## src/rtl/xgriscv_hazard_unit_pkg.sv

```systemverilog
// rtl/xgriscv_hazard_unit_pkg.sv - shared defines for the xgriscv hazard unit
package xgriscv_hazard_unit_pkg;

    localparam logic [1:0] FWD_RF = 2'b00;
    localparam logic [1:0] FWD_M  = 2'b01;
    localparam logic [1:0] FWD_W  = 2'b10;

    localparam int MC_LAT_DEFAULT = 4;

    typedef enum logic [1:0] {
        ACT_NORMAL,
        ACT_LOADUSE,
        ACT_REDIRECT,
        ACT_BUSY
    } hz_action_e;

    // The M stage wins over W because it holds the younger result.
    function automatic logic [1:0] fwd_sel(input logic m_hit, input logic w_hit);
        logic [1:0] sel;
        if (m_hit) begin
            sel = FWD_M;
        end else if (w_hit) begin
            sel = FWD_W;
        end else begin
            sel = FWD_RF;
        end
        return sel;
    endfunction

endpackage

```

## src/rtl/xgriscv_hazard_unit_hz_match.sv

```systemverilog
// rtl/xgriscv_hazard_unit_hz_match.sv - writer-vs-source tag comparator
// x0 and bubbles never match, so callers need no extra qualification.
module hz_match
    import xgriscv_hazard_unit_pkg::*;
#(
    parameter int RFIDX_WIDTH = 5
) (
    input  logic                   valid_i,
    input  logic                   regwrite_i,
    input  logic [RFIDX_WIDTH-1:0] rd_i,
    input  logic [RFIDX_WIDTH-1:0] rs_i,
    input  logic                   use_i,
    output logic                   match_o
);

    assign match_o = valid_i & regwrite_i & use_i & (rd_i != '0) & (rd_i == rs_i);

endmodule

```

## src/rtl/xgriscv_hazard_unit.sv

```systemverilog
// rtl/xgriscv_hazard_unit.sv - stall/flush/forward control for the five-stage xgriscv core
// Tracks E/M/W destination tags itself and holds multi-cycle ops in E for MC_LAT cycles.
module xgriscv_hazard_unit
    import xgriscv_hazard_unit_pkg::*;
#(
    parameter int RFIDX_WIDTH = 5,
    parameter int MC_LAT      = MC_LAT_DEFAULT,
    parameter int CNT_W       = 4
) (
    input  logic                   clk,
    input  logic                   reset,
    input  logic [RFIDX_WIDTH-1:0] rs1D,
    input  logic [RFIDX_WIDTH-1:0] rs2D,
    input  logic                   use1D,
    input  logic                   use2D,
    input  logic [RFIDX_WIDTH-1:0] rdD,
    input  logic                   regwriteD,
    input  logic                   loadD,
    input  logic                   mcopD,
    input  logic                   redirectE,
    output logic                   stallF,
    output logic                   stallD,
    output logic                   flushD,
    output logic                   flushE,
    output logic                   stallE,
    output logic                   bubbleM,
    output logic [1:0]             fwdaE,
    output logic [1:0]             fwdbE,
    output logic                   wbbypass1D,
    output logic                   wbbypass2D
);

    logic                   e_valid_q, e_regwrite_q, e_load_q, e_mc_q, e_use1_q, e_use2_q;
    logic                   e_valid_d, e_regwrite_d, e_load_d, e_mc_d, e_use1_d, e_use2_d;
    logic [RFIDX_WIDTH-1:0] e_rd_q, e_rs1_q, e_rs2_q, e_rd_d, e_rs1_d, e_rs2_d;
    logic                   m_valid_q, m_regwrite_q, m_load_q, m_valid_d, m_regwrite_d, m_load_d;
    logic [RFIDX_WIDTH-1:0] m_rd_q, m_rd_d;
    logic                   w_valid_q, w_regwrite_q, w_valid_d, w_regwrite_d;
    logic [RFIDX_WIDTH-1:0] w_rd_q, w_rd_d;
    logic [CNT_W-1:0]       cnt_q, cnt_d;

    logic lu1_hit, lu2_hit, fa_m_hit, fa_w_hit, fb_m_hit, fb_w_hit, bp1_hit, bp2_hit;
    logic load_use, busy, run;
    hz_action_e action;

    hz_match #(.RFIDX_WIDTH(RFIDX_WIDTH)) u_lu1 (
        .valid_i(e_valid_q), .regwrite_i(e_regwrite_q), .rd_i(e_rd_q),
        .rs_i(rs1D), .use_i(use1D), .match_o(lu1_hit));
    hz_match #(.RFIDX_WIDTH(RFIDX_WIDTH)) u_lu2 (
        .valid_i(e_valid_q), .regwrite_i(e_regwrite_q), .rd_i(e_rd_q),
        .rs_i(rs2D), .use_i(use2D), .match_o(lu2_hit));
    hz_match #(.RFIDX_WIDTH(RFIDX_WIDTH)) u_fa_m (
        .valid_i(m_valid_q), .regwrite_i(m_regwrite_q), .rd_i(m_rd_q),
        .rs_i(e_rs1_q), .use_i(e_use1_q), .match_o(fa_m_hit));
    hz_match #(.RFIDX_WIDTH(RFIDX_WIDTH)) u_fa_w (
        .valid_i(w_valid_q), .regwrite_i(w_regwrite_q), .rd_i(w_rd_q),
        .rs_i(e_rs1_q), .use_i(e_use1_q), .match_o(fa_w_hit));
    hz_match #(.RFIDX_WIDTH(RFIDX_WIDTH)) u_fb_m (
        .valid_i(m_valid_q), .regwrite_i(m_regwrite_q), .rd_i(m_rd_q),
        .rs_i(e_rs2_q), .use_i(e_use2_q), .match_o(fb_m_hit));
    hz_match #(.RFIDX_WIDTH(RFIDX_WIDTH)) u_fb_w (
        .valid_i(w_valid_q), .regwrite_i(w_regwrite_q), .rd_i(w_rd_q),
        .rs_i(e_rs2_q), .use_i(e_use2_q), .match_o(fb_w_hit));
    hz_match #(.RFIDX_WIDTH(RFIDX_WIDTH)) u_bp1 (
        .valid_i(w_valid_q), .regwrite_i(w_regwrite_q), .rd_i(w_rd_q),
        .rs_i(rs1D), .use_i(use1D), .match_o(bp1_hit));
    hz_match #(.RFIDX_WIDTH(RFIDX_WIDTH)) u_bp2 (
        .valid_i(w_valid_q), .regwrite_i(w_regwrite_q), .rd_i(w_rd_q),
        .rs_i(rs2D), .use_i(use2D), .match_o(bp2_hit));

    assign load_use = e_load_q & (lu1_hit | lu2_hit);
    assign busy     = e_mc_q & (cnt_q != '0);
    assign run      = ~reset;

    always_comb begin
        if (busy) begin
            action = ACT_BUSY;
        end else if (redirectE) begin
            action = ACT_REDIRECT;
        end else if (load_use) begin
            action = ACT_LOADUSE;
        end else begin
            action = ACT_NORMAL;
        end
    end

    assign stallF     = run & ((action == ACT_BUSY) | (action == ACT_LOADUSE));
    assign stallD     = stallF;
    assign stallE     = run & (action == ACT_BUSY);
    assign bubbleM    = stallE;
    assign flushD     = run & (action == ACT_REDIRECT);
    assign flushE     = run & ((action == ACT_REDIRECT) | (action == ACT_LOADUSE));
    // A load in M has no data yet; it is picked up from W one cycle later.
    assign fwdaE      = run ? fwd_sel(fa_m_hit & ~m_load_q, fa_w_hit) : FWD_RF;
    assign fwdbE      = run ? fwd_sel(fb_m_hit & ~m_load_q, fb_w_hit) : FWD_RF;
    assign wbbypass1D = run & bp1_hit;
    assign wbbypass2D = run & bp2_hit;

    always_comb begin
        e_valid_d    = 1'b1;
        e_rd_d       = rdD;
        e_regwrite_d = regwriteD;
        e_load_d     = loadD;
        e_mc_d       = mcopD;
        e_rs1_d      = rs1D;
        e_rs2_d      = rs2D;
        e_use1_d     = use1D;
        e_use2_d     = use2D;
        m_valid_d    = e_valid_q;
        m_rd_d       = e_rd_q;
        m_regwrite_d = e_regwrite_q;
        m_load_d     = e_load_q;
        w_valid_d    = m_valid_q;
        w_rd_d       = m_rd_q;
        w_regwrite_d = m_regwrite_q;
        cnt_d        = cnt_q;

        unique case (action)
            ACT_BUSY: begin
                e_valid_d    = e_valid_q;
                e_rd_d       = e_rd_q;
                e_regwrite_d = e_regwrite_q;
                e_load_d     = e_load_q;
                e_mc_d       = e_mc_q;
                e_rs1_d      = e_rs1_q;
                e_rs2_d      = e_rs2_q;
                e_use1_d     = e_use1_q;
                e_use2_d     = e_use2_q;
                m_valid_d    = 1'b0;
                m_rd_d       = '0;
                m_regwrite_d = 1'b0;
                m_load_d     = 1'b0;
                cnt_d        = cnt_q - CNT_W'(1);
            end
            ACT_REDIRECT, ACT_LOADUSE: begin
                e_valid_d    = 1'b0;
                e_rd_d       = '0;
                e_regwrite_d = 1'b0;
                e_load_d     = 1'b0;
                e_mc_d       = 1'b0;
                e_rs1_d      = '0;
                e_rs2_d      = '0;
                e_use1_d     = 1'b0;
                e_use2_d     = 1'b0;
            end
            default: begin
                if (mcopD) begin
                    cnt_d = CNT_W'(MC_LAT - 1);
                end
            end
        endcase
    end

    always_ff @(posedge clk or posedge reset) begin
        if (reset) begin
            e_valid_q    <= 1'b0;
            e_rd_q       <= '0;
            e_regwrite_q <= 1'b0;
            e_load_q     <= 1'b0;
            e_mc_q       <= 1'b0;
            e_rs1_q      <= '0;
            e_rs2_q      <= '0;
            e_use1_q     <= 1'b0;
            e_use2_q     <= 1'b0;
            m_valid_q    <= 1'b0;
            m_rd_q       <= '0;
            m_regwrite_q <= 1'b0;
            m_load_q     <= 1'b0;
            w_valid_q    <= 1'b0;
            w_rd_q       <= '0;
            w_regwrite_q <= 1'b0;
            cnt_q        <= '0;
        end else begin
            e_valid_q    <= e_valid_d;
            e_rd_q       <= e_rd_d;
            e_regwrite_q <= e_regwrite_d;
            e_load_q     <= e_load_d;
            e_mc_q       <= e_mc_d;
            e_rs1_q      <= e_rs1_d;
            e_rs2_q      <= e_rs2_d;
            e_use1_q     <= e_use1_d;
            e_use2_q     <= e_use2_d;
            m_valid_q    <= m_valid_d;
            m_rd_q       <= m_rd_d;
            m_regwrite_q <= m_regwrite_d;
            m_load_q     <= m_load_d;
            w_valid_q    <= w_valid_d;
            w_rd_q       <= w_rd_d;
            w_regwrite_q <= w_regwrite_d;
            cnt_q        <= cnt_d;
        end
    end

endmodule

```

## config.mk

```make
export PLATFORM = sky130hd
export DESIGN_NAME = xgriscv_hazard_unit
export DESIGN_NICKNAME = d
export VERILOG_FILES = /design/src/rtl/xgriscv_hazard_unit_pkg.sv /design/src/rtl/xgriscv_hazard_unit_hz_match.sv /design/src/rtl/xgriscv_hazard_unit.sv
export SDC_FILE = /design/constraint.sdc
export NUM_CORES = 1
export LEC_CHECK = 0
export CAP_MARGIN = 0
export CORE_ASPECT_RATIO = 1.2
export CORE_MARGIN = 5
export CORE_UTILIZATION = 40
export DETAILED_ROUTE_END_ITERATION = 16
export GPL_ROUTABILITY_DRIVEN = 0
export GPL_TIMING_DRIVEN = 0
export HOLD_SLACK_MARGIN = 0.02
export SYNTH_ARGS = -nofsm -noshare
export SYNTH_HDL_FRONTEND = slang
export SYNTH_HIERARCHICAL = 1
export SYNTH_SLANG_ARGS = --single-unit
```

## constraint.sdc

```tcl
create_clock -name clk -period 7.7 [get_ports clk]
set_clock_uncertainty 0.2 [all_clocks]
set_input_delay 1.54 -clock clk [delete_from_list [all_inputs] [get_ports clk]]
set_output_delay 1.54 -clock clk [all_outputs]
set_load 0.05 [all_outputs]
```

---- Yosys cells after proc, flatten, opt, wreduce, memory -nomap -nowiden ----
Index checks and enable logic that the tools add are counted.
cells by class
  eq/ne operators ......................... 11
  bitwise logic cells ..................... 43
  reductions and logical operators ........ 7
  add/subtract/negate cells ............... 1
  mux-type cells .......................... 24
operator list
  cell                                                                 number
  5-bit == test                                                        8
  1-bit AND                                                            37
  5-bit one-hot mux with 2 select lines                                3
  2-bit two-way mux                                                    8
  5-bit nonzero test                                                   3
  1-bit one-hot mux with 2 select lines                                6
  4-bit one-hot mux with 2 select lines                                1
  5-bit two-way mux                                                    1
  2-bit == test (second input constant)                                2
  1-bit two-way mux                                                    4
  4-bit two-way mux                                                    1
  4-bit nonzero test                                                   1
  4-bit by 1-bit subtractor with 4-bit output (second input constant)  1
  1-bit NOT                                                            3
  1-bit OR                                                             3
  2-bit by 1-bit == test with 1-bit output (second input constant)     1
  2-bit AND reduction                                                  1
  2-bit nonzero test                                                   1
  2-bit OR reduction                                                   1
storage, ports and cells
  logic and storage cells ................. 103
  bits of input ports ..................... 23
  output and inout bits ................... 12
  register bits after elaboration ......... 40

---- Depth between registers and ports, before layout ----
Gate-level depths: netlist (run 1).
  depth in word-level cells ............... 13
  gate-level depth with buffers ........... 11

---- Hierarchy ----
Netlist (run 1), hierarchy kept.
by module, submodules not included
  module               seq. area each (um2)  times used  cells an instance  area each (um2)
  xgriscv_hazard_unit  1001.0                1           121                1574.0
  hz_match             0.0                   8           10                 72.6

---- Worst setup path before layout (run 1) ----
Ideal clock, no wire load.
  path type ............................... input-to-output
  from .................................... input port rs2D[2]
  to ...................................... output port stallE
  required time ........................... 5960 ps
  stages .................................. 10
  data arrival time ....................... 3515 ps
  slack ................................... 2445 ps
  path buffers ............................ 1
  cells stage by stage .................... xnor2_1 > nand4_1 > nor3_1 > nor2_1 > a2bb2oi_4 > inv_2 > ha_1 > inv_1 > nor2_1 > buf_4
on the way
  cells in the longest elaborated chain, start to end .. 9
RTL lines
  item                line                                text
  start: declaration  xgriscv_hazard_unit.sv:13           input logic [RFIDX_WIDTH-1:0] rs2D,
  5-bit == test       xgriscv_hazard_unit_hz_match.sv:16  assign match_o = valid_i & regwrite_i & use_i & (rd_i != '0) & (rd_i == rs_i);
  1-bit AND           xgriscv_hazard_unit_hz_match.sv:16
  via lu2_hit         xgriscv_hazard_unit.sv:42           logic lu1_hit, lu2_hit, fa_m_hit, fa_w_hit, fb_m_hit, fb_w_hit, bp1_hit, bp2_hit;
  1-bit OR            xgriscv_hazard_unit.sv:71           assign load_use = e_load_q & (lu1_hit | lu2_hit);
  1-bit AND           xgriscv_hazard_unit.sv:71
  1-bit two-way mux   xgriscv_hazard_unit.sv:80           end else if (load_use) begin
  2-bit two-way mux   xgriscv_hazard_unit.sv:78           end else if (redirectE) begin
  2-bit two-way mux   xgriscv_hazard_unit.sv:76           if (busy) begin
  2-bit == test       xgriscv_hazard_unit.sv:89           assign stallE = run & (action == ACT_BUSY);
  1-bit AND           xgriscv_hazard_unit.sv:89
  end: declaration    xgriscv_hazard_unit.sv:25           output logic stallE,
The timed path passes the listed nets, and every way through them passes these cells.

---- Worst setup path after layout (run 1) ----
  from .................................... input port rs1D[2]
  to ...................................... output port stallE
on the way
  cells in the longest elaborated chain, start to end .. 9
RTL lines
  item                line                                text
  start: declaration  xgriscv_hazard_unit.sv:12           input logic [RFIDX_WIDTH-1:0] rs1D,
  5-bit == test       xgriscv_hazard_unit_hz_match.sv:16
  1-bit AND           xgriscv_hazard_unit_hz_match.sv:16
  via lu1_hit         xgriscv_hazard_unit.sv:42
  1-bit OR            xgriscv_hazard_unit.sv:71
  1-bit AND           xgriscv_hazard_unit.sv:71
  1-bit two-way mux   xgriscv_hazard_unit.sv:80
  2-bit two-way mux   xgriscv_hazard_unit.sv:78
  2-bit two-way mux   xgriscv_hazard_unit.sv:76
  2-bit == test       xgriscv_hazard_unit.sv:89
  1-bit AND           xgriscv_hazard_unit.sv:89
The timed path passes the listed nets, and every way through them passes these cells.

==> reports/metrics.csv, run 1 <==
stage,metric,value,unit
critical_path,Top delay family on crit path,buffers and inverters,
critical_path,startpoint types,input port,
flow_run,max_cap viols,0,
critical_path,reg2reg start,e_rd_q[1]$_DFFE_PP0P_,
timing,RSZ-0062 raised after global routing,no,
floorplanning,Site Rows,29,
clocking,Post-CTS Setup Bufs,0,
final_layout,Filler cells,491,
final_layout,layout cells sized above 1,6.198,%
timing,setup_tns,0,ns
critical_path,RR Endpoint,e_rs2_q[1]$_DFFE_PP0P_,
logic_synthesis,Synth Register Bits,40,
clocking,H-tree depth,2,
global_routing,global-route usage over all layers,14.91,%
critical_path,Crit. End Element,primary output,
run_status,status,"finished, final reports clean",
timing,Final Hold Viols,0,
global_routing,global-route wire length before repair,8355,um
clocking,CTS tree,yes,
clocking,CTS Buf Count,5,
critical_path,Worst path max stage delay,0.79,ns
global_routing,initial antenna violation count,0,
detailed_routing,# DRC,0,
placement,# port buffers,33,
logic_synthesis,share of the synthesized area in the top cell type,46.46,%
logic_synthesis,Synth top cells by count,"dfrtp_1, xnor2_1, a22o_1, nand4_1, nor2_1",
detailed_routing,drt via density,5.299,
power,Leak Pwr,1.119,nW
detailed_routing,TritonRoute pass-1 iters,4,
critical_path,crit path cell chain,clkdlybuf4s50_1 -> xnor2_1 -> nand4_1 -> nor3_1 -> nor2_1 -> a2bb2oi_4 -> inv_2 -> ha_1 -> inv_1 -> nor2_1 -> buf_4 -> clkdlybuf4s50_1,
floorplanning,Initial Util,40.95,%
clocking,clock root buffer,clkbuf_8,
logic_synthesis,sequential share of the synthesized area,46.46,%
timing,Final Critical Period,6.045,ns
detailed_routing,number of antenna-violating nets in the routed design,0,
final_layout,Layout area overhead,23.93,%
logic_synthesis,synthesized net count,229,
logic_synthesis,share of flip-flops with an asynchronous set or reset,100.0,%
critical_path,buffers plus inverters on the worst setup path,5,
timing,fmax,165.4,MHz
timing,final setup fails,0,
logic_synthesis,post-synth top area cell,dfrtp_1,
timing,fin crit share,78.50,%
final_layout,NumNets Final,269,
clocking,clk sinks,40,
logic_synthesis,Cell variety after synth,28,
logic_synthesis,Synthesis Warnings,6,
logic_synthesis,ys flop type,dfrtp_1,
clocking,Longest Clk Path Bufs,2,
clocking,clk slew on worst S/H paths,0.08,ns
global_routing,pin count of the biggest net entering global routing,43,
timing,minimum hold slack,0.2198,ns
logic_synthesis,Syn Std Cell Area,0.002155,sq mm
floorplanning,io pins,35,
clocking,PostCTS Resize Cnt,0,
worst_hold_path,hold path cells,0,
worst_hold_path,Hold Crit Endpoint,w_regwrite_q$_DFF_PP0_,
timing,Slew headroom,42.70,%
global_routing,GRT overflow,0,
floorplanning,core area,0.005261,sq mm
logic_synthesis,Post-synth EDFFs,0,
critical_path,Worst EP required,5.96,ns
power,peak supply drop,167.4,uV
global_routing,vias in the first global route,1673,
floorplanning,die area,0.006960,sq mm
detailed_routing,DR WL/cell,16.57,um
critical_path,reg2reg setup slack,4.77,ns
timing,fin. max-slew vios,0,
logic_synthesis,Avg Synthesized Cell Area,10.72,sq um
floorplanning,die width,77.00,um
logic_synthesis,Post-Syn Instances,201,
critical_path,Slowest cell on crit path,clkdlybuf4s50_1,
detailed_routing,Initial DRC Count,79,
final_layout,number of diodes,0,
critical_path,R2R cell count,10,
floorplanning,die height,90.40,um
critical_path,Critical Path AT,4.30,ns
detailed_routing,Via Count,1611,
worst_hold_path,min-delay src,m_regwrite_q$_DFF_PP0_,
critical_path,crit path max fanout,5,
worst_hold_path,worst hold path class,flip-flop to flip-flop,
detailed_routing,routed wire length,5038,um
critical_path,critical path type,input port to primary output,
placement,DP Wirelength,3753,um
logic_synthesis,largest cells by area after synthesis,"dfrtp_1, xnor2_1, a22o_1, nand4_1, nor2b_1",
timing,Least-Margin Pin Slew,0.8583,ns
power,Power Density,361.1,mW/mm^2
clocking,worst skew pair latency,0.29,ns
clocking,CTS Hold Bufs,0,
[cell families after synthesis]
kind of cell / after synthesis / synth area share, %
AOI/OAI and AO/OA: 31 / 12.66
and+or+nand+nor: 70 / 18.52
adders and majority gates: 5 / 2.904
buffers and inverters: 15 / 3.194
xor gates and xnor gates: 40 / 16.26
DFF: 40 / 46.46
[where the power goes]
part | switching (W) | internal (W)
clock | 0.0000735 | 0.0000962
combinational | 0.000180 | 0.000205
sequential | 0.000121 | 0.000289
total | 0.000374 | 0.000590
[cell usage in the layout, fill, tap and decap left out, types with 3 or more instances in the layout]
| cell type | n |
|---|---|
| nor2b_1 | 13 |
| xnor2_1 | 40 |
| clkbuf_8 | 5 |
| clkdlybuf4s50_1 | 33 |
| dfrtp_1 | 40 |
| nor3_1 | 9 |
| inv_1 | 4 |
| ha_1 | 5 |
| buf_4 | 3 |
| a21o_1 | 3 |
| nand4_1 | 16 |
| or4_1 | 8 |
| clkbuf_1 | 6 |
| a22o_1 | 19 |
| nor2_1 | 15 |
| nand2b_1 | 4 |
[per-layer routing]
layer / share of wire (%) / up-vias / wire, um / global-route usage, %
met5: 0 / - / 0 / 0
met4: 1.1 / 0 / 53 / 3.868
met3: 3.9 / 6 / 194 / 3.293
met2: 49 / 28 / 2477 / 25.42
met1: 46 / 784 / 2312 / 18.98
li1: - / 793 / - / -
[area by class of cell]
| type | instances | area [sq um] | area share, % |
|---|---|---|---|
| multi-input combinational | 146 | 1085 | 40.63 |
| tap | 62 | 77.57 | 2.905 |
| inverter | 6 | 22.52 | 0.8435 |
| buffer | 9 | 46.29 | 1.734 |
| clock buffer | 6 | 72.57 | 2.718 |
| sequential | 40 | 1001 | 37.49 |
| timing repair buffer | 33 | 330.3 | 12.37 |
| clock inverter | 2 | 35.03 | 1.312 |
[worst max path at each step]
stage	startpoint	end	slack, ns	depth (start not counted)
2_1_floorplan	rs2D[2]	stallE	2.44	10
5_1_grt	rs2D[2]	stallE	1.45	12
3_3_place_gp	rs1D[2]	stallE	1.66	12
6_report	rs1D[2]	stallE	1.66	12
3_5_place_dp	rs1D[2]	stallE	1.65	12
4_1_cts	rs1D[2]	stallE	1.64	12
[stage by stage]
step	setup WS, ns	area [sq um]	cells	power, W	util, %
CTS	1.638	2670	304	0.0009701	50.75
global placement	1.657	2562	296	0.0007952	48.70
finish	1.655	2670	304	0.0009642	50.75
global route	1.453	2670	304	0.001033	50.75
floorplan	2.445	2155	201	0.0006863	-
detailed placement	1.653	2562	296	0.0008011	48.70
[registers in the layout, summed over array words and instances (netlist names)]
name          cells
e_regwrite_q      1
e_valid_q         1
w_regwrite_q      1
e_rd_q            5
e_mc_q            1
m_valid_q         1
m_rd_q            5
m_load_q          1
e_rs2_q           5
e_use2_q          1
cnt_q             4
e_load_q          1
w_rd_q            5
e_rs1_q           5
e_use1_q          1
m_regwrite_q      1
w_valid_q         1
Power figures use the tool's default switching activity.
==> run 2, diff against run 1 <==
Clock period 7.7 ns to 6.25 ns, I/O delays scaled along.
==> results of run 2 <==
The final DEF is identical to that of run 1. Status: finished, final reports clean.
Among the figures that moved: setup slack after placement 1.653 ns -> 0.7827 ns; setup slack after layout 1.655 ns -> 0.7853 ns; register-to-register setup slack 4.77 ns -> 3.32 ns; total power 0.0009642 W -> 0.001188 W; worst IR drop on VDD 167.4 uV -> 206.3 uV
==> run 3, diff against run 2 <==
Settings changed: DONT_BUFFER_PORTS set to 1, SETUP_SLACK_MARGIN set to 0.02.
==> reports/metrics.csv, run 3 (synthesis gave the netlist of run 1 again) <==
stage,metric,value,unit,change
detailed_routing,TritonRoute pass-1 iters,4,,unchanged
power,Net Sw Frac,38.88,%,was 38.83%
power,Power Density,491.3,mW/mm^2,was 444.9 mW/mm^2
global_routing,initial antenna violation count,0,,unchanged
clocking,clk slew on worst S/H paths,0.08,ns,about the same
power,sequential fraction of design power,43.9,%,was 42.6%
floorplanning,Initial Util,40.95,%,unchanged
critical_path,startpoint types,input port,,unchanged
critical_path,RR Endpoint,e_rs2_q[3]$_DFFE_PP0P_,,was e_rs2_q[1]$_DFFE_PP0P_
floorplanning,io pins,35,,unchanged
final_layout,Filler cells,508,,was 491
critical_path,crit path max fanout,5,,unchanged
timing,setup_tns,0,ns,unchanged
power,total power,0.001149,W,was 0.001188 W
timing,Least-Margin Pin Slew,0.9983,ns,was 0.8583 ns
critical_path,Worst EP required,4.80,ns,about the same
floorplanning,Site Rows,29,,unchanged
timing,fin crit share,77.60,%,was 87.44%
critical_path,Worst path max stage delay,0.72,ns,was 0.79 ns
timing,RSZ-0062 raised after global routing,no,,unchanged
power,proportion of power drawn by combinational gates,38.0,%,was 39.8%
final_layout,fin area,0.002340,sq mm,was 0.002670 sq mm
global_routing,global-route wire length before repair,8259,um,was 8355 um
critical_path,R2R cell count,10,,unchanged
placement,# port buffers,0,,was 33
detailed_routing,routed wire length,4942,um,was 5038 um
clocking,clk sinks,40,,unchanged
worst_hold_path,worst hold path class,flip-flop to flip-flop,,unchanged
critical_path,crit path cell chain,xnor2_1 -> nand4_1 -> nor3_1 -> nor2_1 -> a2bb2oi_4 -> inv_2 -> ha_1 -> inv_1 -> nor2_1 -> buf_4,,was clkdlybuf4s50_1 -> xnor2_1 -> nand4_1 -> nor3_1 -> nor2_1 -> a2bb2oi_4 -> inv_2 -> ha_1 -> inv_1 -> nor2_1 -> buf_4 -> clkdlybuf4s50_1
final_layout,layout cells sized above 1,7.177,%,was 6.198%
floorplanning,die width,77.00,um,unchanged
critical_path,Worst path depth,10,,was 12
placement,Post-Place Cell Area,0.002232,sq mm,was 0.002562 sq mm
detailed_routing,met2 WL,2441,um,was 2477 um
timing,minimum hold slack,0.2074,ns,was 0.2198 ns
final_layout,number of diodes,0,,unchanged
clocking,CTS Buf Count,5,,unchanged
global_routing,pin count of the biggest net entering global routing,43,,unchanged
final_layout,"commonest non-fill, non-tap cells in the layout","dfrtp_1, xnor2_1, a22o_1",,"was dfrtp_1, xnor2_1, clkdlybuf4s50_1"
critical_path,Critical Path AT,3.40,ns,was 4.01 ns
placement,DP Wirelength,3706,um,was 3753 um
power,Int Pwr,0.0007025,W,was 0.0007267 W
global_routing,vias in the first global route,1600,,was 1673
critical_path,Crit. End Element,primary output,,unchanged
detailed_routing,# DRC,0,,unchanged
floorplanning,die area,0.006960,sq mm,unchanged
critical_path,Top delay family on crit path,simple AND/OR/NAND/NOR gates,,was buffers and inverters
final_layout,NumNets Final,236,,was 269
clocking,PostCTS Resize Cnt,0,,unchanged
critical_path,CP startpoint,rs2D[2],,was rs1D[2]
critical_path,reg2reg setup slack,3.32,ns,about the same
detailed_routing,Initial DRC Count,87,,was 79
detailed_routing,drt via density,5.613,,was 5.299
clocking,CTS tree,yes,,unchanged
timing,Final Hold Viols,0,,unchanged
clocking,Longest Clk Path Bufs,2,,unchanged
flow_run,max_cap viols,0,,unchanged
critical_path,CP endpoint,stallE,,unchanged
power,Leak Pwr,0.9949,nW,was 1.119 nW
detailed_routing,DR top layer,met4,,unchanged
timing,fin. max-slew vios,0,,unchanged
global_routing,global-route usage over all layers,14.86,%,was 14.91%
timing,final setup fails,0,,unchanged
clocking,Post-CTS Setup Bufs,0,,unchanged
critical_path,Slowest cell on crit path,nor2_1,,was clkdlybuf4s50_1
critical_path,buffers plus inverters on the worst setup path,3,,was 5
clocking,clock root buffer,clkbuf_8,,unchanged
clocking,worst skew pair latency,0.29,ns,about the same
detailed_routing,M1 wire length,2148,um,was 2312 um
final_layout,Layout area overhead,8.594,%,was 23.93%
critical_path,critical path type,input port to primary output,,unchanged
final_layout,fin util,44.47,%,was 50.75%
floorplanning,die height,90.40,um,unchanged
clocking,H-tree depth,2,,unchanged
clocking,CTS Hold Bufs,0,,unchanged
global_routing,GRT overflow,0,,unchanged
critical_path,Crit path top cell by count,nor2_1,,
run_status,status,"finished, final reports clean",,unchanged
timing,Slew headroom,33.31,%,was 42.70%
power,peak supply drop,223.2,uV,was 206.3 uV
power,Sw Pwr,0.0004469,W,was 0.0004612 W
detailed_routing,number of antenna-violating nets in the routed design,0,,unchanged
detailed_routing,Via Count,1521,,was 1611
critical_path,reg2reg start,e_rd_q[1]$_DFFE_PP0P_,,unchanged
detailed_routing,met3 WL,242,um,was 194 um
detailed_routing,DR WL/cell,18.24,um,was 16.57 um
timing,fmax,206.2,MHz,was 183.0 MHz
floorplanning,core area,0.005261,sq mm,unchanged
power,Clk pwr share,18.1,%,was 17.6%
timing,Final Critical Period,4.850,ns,was 5.465 ns
run 3: cell count changes in the layout (fill, tap and decap cells not counted), sizes merged:
| cell | delta |
|---|---|
| clkdlybuf4s50 | -33 |
run 3: through the flow:
stage / setup slack [ns] / instances
after detailed placement: 1.356 / 263
after floorplan: 1.575 / 201
after CTS: 1.361 / 271
after global routing: 1.245 / 271
final: 1.400 / 271
after global placement: 1.378 / 263
run 3: final cells by class:
type / instances / area (sq um) / share of cell area, %
buffer: 9 / 46.29 / 1.979
clock buffer: 6 / 72.57 / 3.102
clock inverter: 2 / 35.03 / 1.497
inverter: 6 / 22.52 / 0.9626
multi-input combinational: 146 / 1085 / 46.36
sequential: 40 / 1001 / 42.78
tap: 62 / 77.57 / 3.316
run 3: worst min-delay path by stage:
stage,cells after the start,endpoint,from
final,0,w_valid_q$_DFF_PP0_,m_valid_q$_DFF_PP0_
after global placement,0,w_valid_q$_DFF_PP0_,m_valid_q$_DFF_PP0_
after CTS,0,w_valid_q$_DFF_PP0_,m_valid_q$_DFF_PP0_
after global routing,0,w_valid_q$_DFF_PP0_,m_valid_q$_DFF_PP0_
after detailed placement,0,w_valid_q$_DFF_PP0_,m_valid_q$_DFF_PP0_
after floorplan,0,w_regwrite_q$_DFF_PP0_,m_regwrite_q$_DFF_PP0_
run 3: layer usage:
metal,vias up,track usage (%)
li1,728,-
met1,746,18.57
met2,38,24.15
met3,9,4.092
met4,0,5.874
met5,-,0
run 3: power groups by stage:
stage               clock, W  sequential (W)  combinational, W
global placement           0        0.000511          0.000436
CTS                 0.000210        0.000506          0.000444
detailed placement         0        0.000511          0.000442
floorplan                  0        0.000464          0.000381
global route        0.000219        0.000525          0.000490
finish              0.000208        0.000505          0.000436
==> variant, RTL diff (config.mk and constraints of run 2) <==
The parameter `CNT_W` goes from 4 to 6.
--- a/src/rtl/xgriscv_hazard_unit.sv
+++ b/src/rtl/xgriscv_hazard_unit.sv
@@ -6,5 +6,5 @@
     parameter int RFIDX_WIDTH = 5,
     parameter int MC_LAT      = MC_LAT_DEFAULT,
-    parameter int CNT_W       = 4
+    parameter int CNT_W       = 6
 ) (
     input  logic                   clk,
Behaviour: same outputs for any inputs over 10 cycles, from zero or initial values and one cycle with reset high; that may be too few to reach the edited logic, so the function may still have changed.
==> variant against run 2 <==
Routed wire length rose by 7.5%. Design area increased by 4.9%. Utilization shrank 0.32 points. Setup slack got worse by 0.49 ns. Area after synthesis is 4.5% higher. Sequential power increased by 7.5%. Total power rose by 12%. Critical path depth increased by 1. Sequential cell count increased by 2.
==> variant: results (changes against run 2) <==
| Metric | Value |
|---|---|
| H-tree lvl count | 2 (unchanged) |
| Clock Latency Late Sink | 0.29 ns (about the same) |
| Largest net degree at the start of global routing | 29 (-33%) |
| Initial antenna violation count | 0 (unchanged) |
| P_leak | 1.17 nW (+4.1%) |
| Max-slew headroom | 62.8% (+20 points) |
| R2R depth | 12 (+2) |
| Yosys Warn Count | 6 (unchanged) |
| Compound-cell area share of the yosys netlist | 12.1% (-0.60 points) |
| Cell Count, Final, Fillers Out | 323 (+6.3%) |
| Largest cells by area after synthesis | dfrtp_1 (47%), xnor2_1 (16%), a22o_1 (7.4%) |
| Pre-CTS setup slack | 0.0732 ns (-0.710 ns) |
| Detailed Route Iter0 Violations | 77 (-2.5%) |
| Placed Area | 2690 um2 (+5.0%) |
| Status | completed |
| Post-DP HPWL | 4.21 mm (+12%) |
| CP max FO | 10 (+5) |
| Post-synth ARST share | 100% (unchanged) |
| Multiplexer share of the synthesized area | 0% (unchanged) |
| Max Root-Sink Buffers | 2 (unchanged) |
| DR WL/cell | 16.8 um (+1.1%) |
| CP arrival | 4.50 ns (+0.49 ns) |
| Register area | 1050 um2 (+5.0%) |
| Most frequent cells after synthesis | dfrtp_1 (42), xnor2_1 (40), a22o_1 (19) |
| Max FFs per register | 6 |
| Post-synthesis sequential area ratio | 46.7% (+0.23 points) |
| Peak VDD IR | 0.223 mV (+8.2%) |
| Vias in the first global route | 1805 (+7.9%) |
| Port Buffers | 34 (+3.0%) |
| Fillcell total | 531 (+8.1%) |
| Adder-Cell Fraction of Synth Area | 2.78% (-0.12 points) |
| Via-per-instance ratio | 5.35 (+0.89%) |
| Synthesized netlist cell count | 216 (+7.5%) |
| Layout cells sized above 1 | 7.72% (+1.5 points) |
| Num CTS Buffers | 5 (unchanged) |
| First-pass GRT wire length | 9.34 mm (+12%) |
| Netlist cell types | 31 (+11%) |
| GRT Util Overall | 16.7% (+1.8 points) |
| Root Driver | clkbuf_8 |
| Worst-path clk slew | 0.08 ns (about the same) |
| XOR/XNOR share of the synthesized area | 15.6% (-0.70 points) |
| Synthesized Nets | 244 (+6.6%) |
| Layout Nets | 286 (+6.3%) |
| Post-CTS setup buffers | 0 (unchanged) |
-- variant: cell type report --
type	count	area share (%)
Clock buffer	5	2.46
Buffer	8	1.61
Multi-Input combinational cell	158	40.2
Sequential cell	42	37.5
Inverter	8	1.07
Timing Repair Buffer	35	12.9
Tap cell	64	2.86
Clock inverter	3	1.43
-- variant: path summary, 6_finish.rpt --
| kind | start | to | slack (ns) |
|---|---|---|---|
| worst max-delay path | rs2D[2] | stallE | 0.30 |
| worst min-delay path | m_regwrite_q | w_regwrite_q | 0.20 |
| worst max register to register | e_rd_q[1] | cnt_q[5] | 3.25 |
| max in group asynchronous | reset | m_rd_q[1] | 4.02 |
| min in group asynchronous | reset | w_regwrite_q | 1.36 |
| worst min register to register | m_regwrite_q | w_regwrite_q | 0.20 |
-- variant: timing repair --
action | CTS | global route
setup endpoints to repair | 0 | 2
hold buffers | 0 | 0
gates resized for setup | 0 | 2
endpoints found under the hold margin | 0 | 0
-- variant: cells by family after synthesis --
family          count (synthesis)
xor+xnor                       40
compound gates                 35
flops                          42
simple gates                   78
buf+inv                        16
fa+ha+maj                       5
-- variant: layer usage --
metal,global-route usage (%),wire length (um),up-vias
met5,0,0,-
met4,5.54,85,0
met3,3.54,140,8
met2,27.5,2790,27
met1,21.6,2400,843
li1,-,-,849
-- variant: worst max-delay path, cell delays in order --
cell and delay (ns):
clkdlybuf4s50_1 0.56, xnor2_1 0.14, nand4_1 0.15, nor3_1 0.19, nor2_1 0.09, nor3b_1 0.18, nor2_1 0.09, inv_1 0.08
ha_1 0.33, clkbuf_2 0.32, nor2b_1 0.20, buf_4 0.13, clkdlybuf4s50_1 0.79
-- variant: power breakdown --
part | switching, mW | internal (mW)
clock | 0.0934 | 0.118
combinational | 0.275 | 0.300
sequential | 0.159 | 0.383
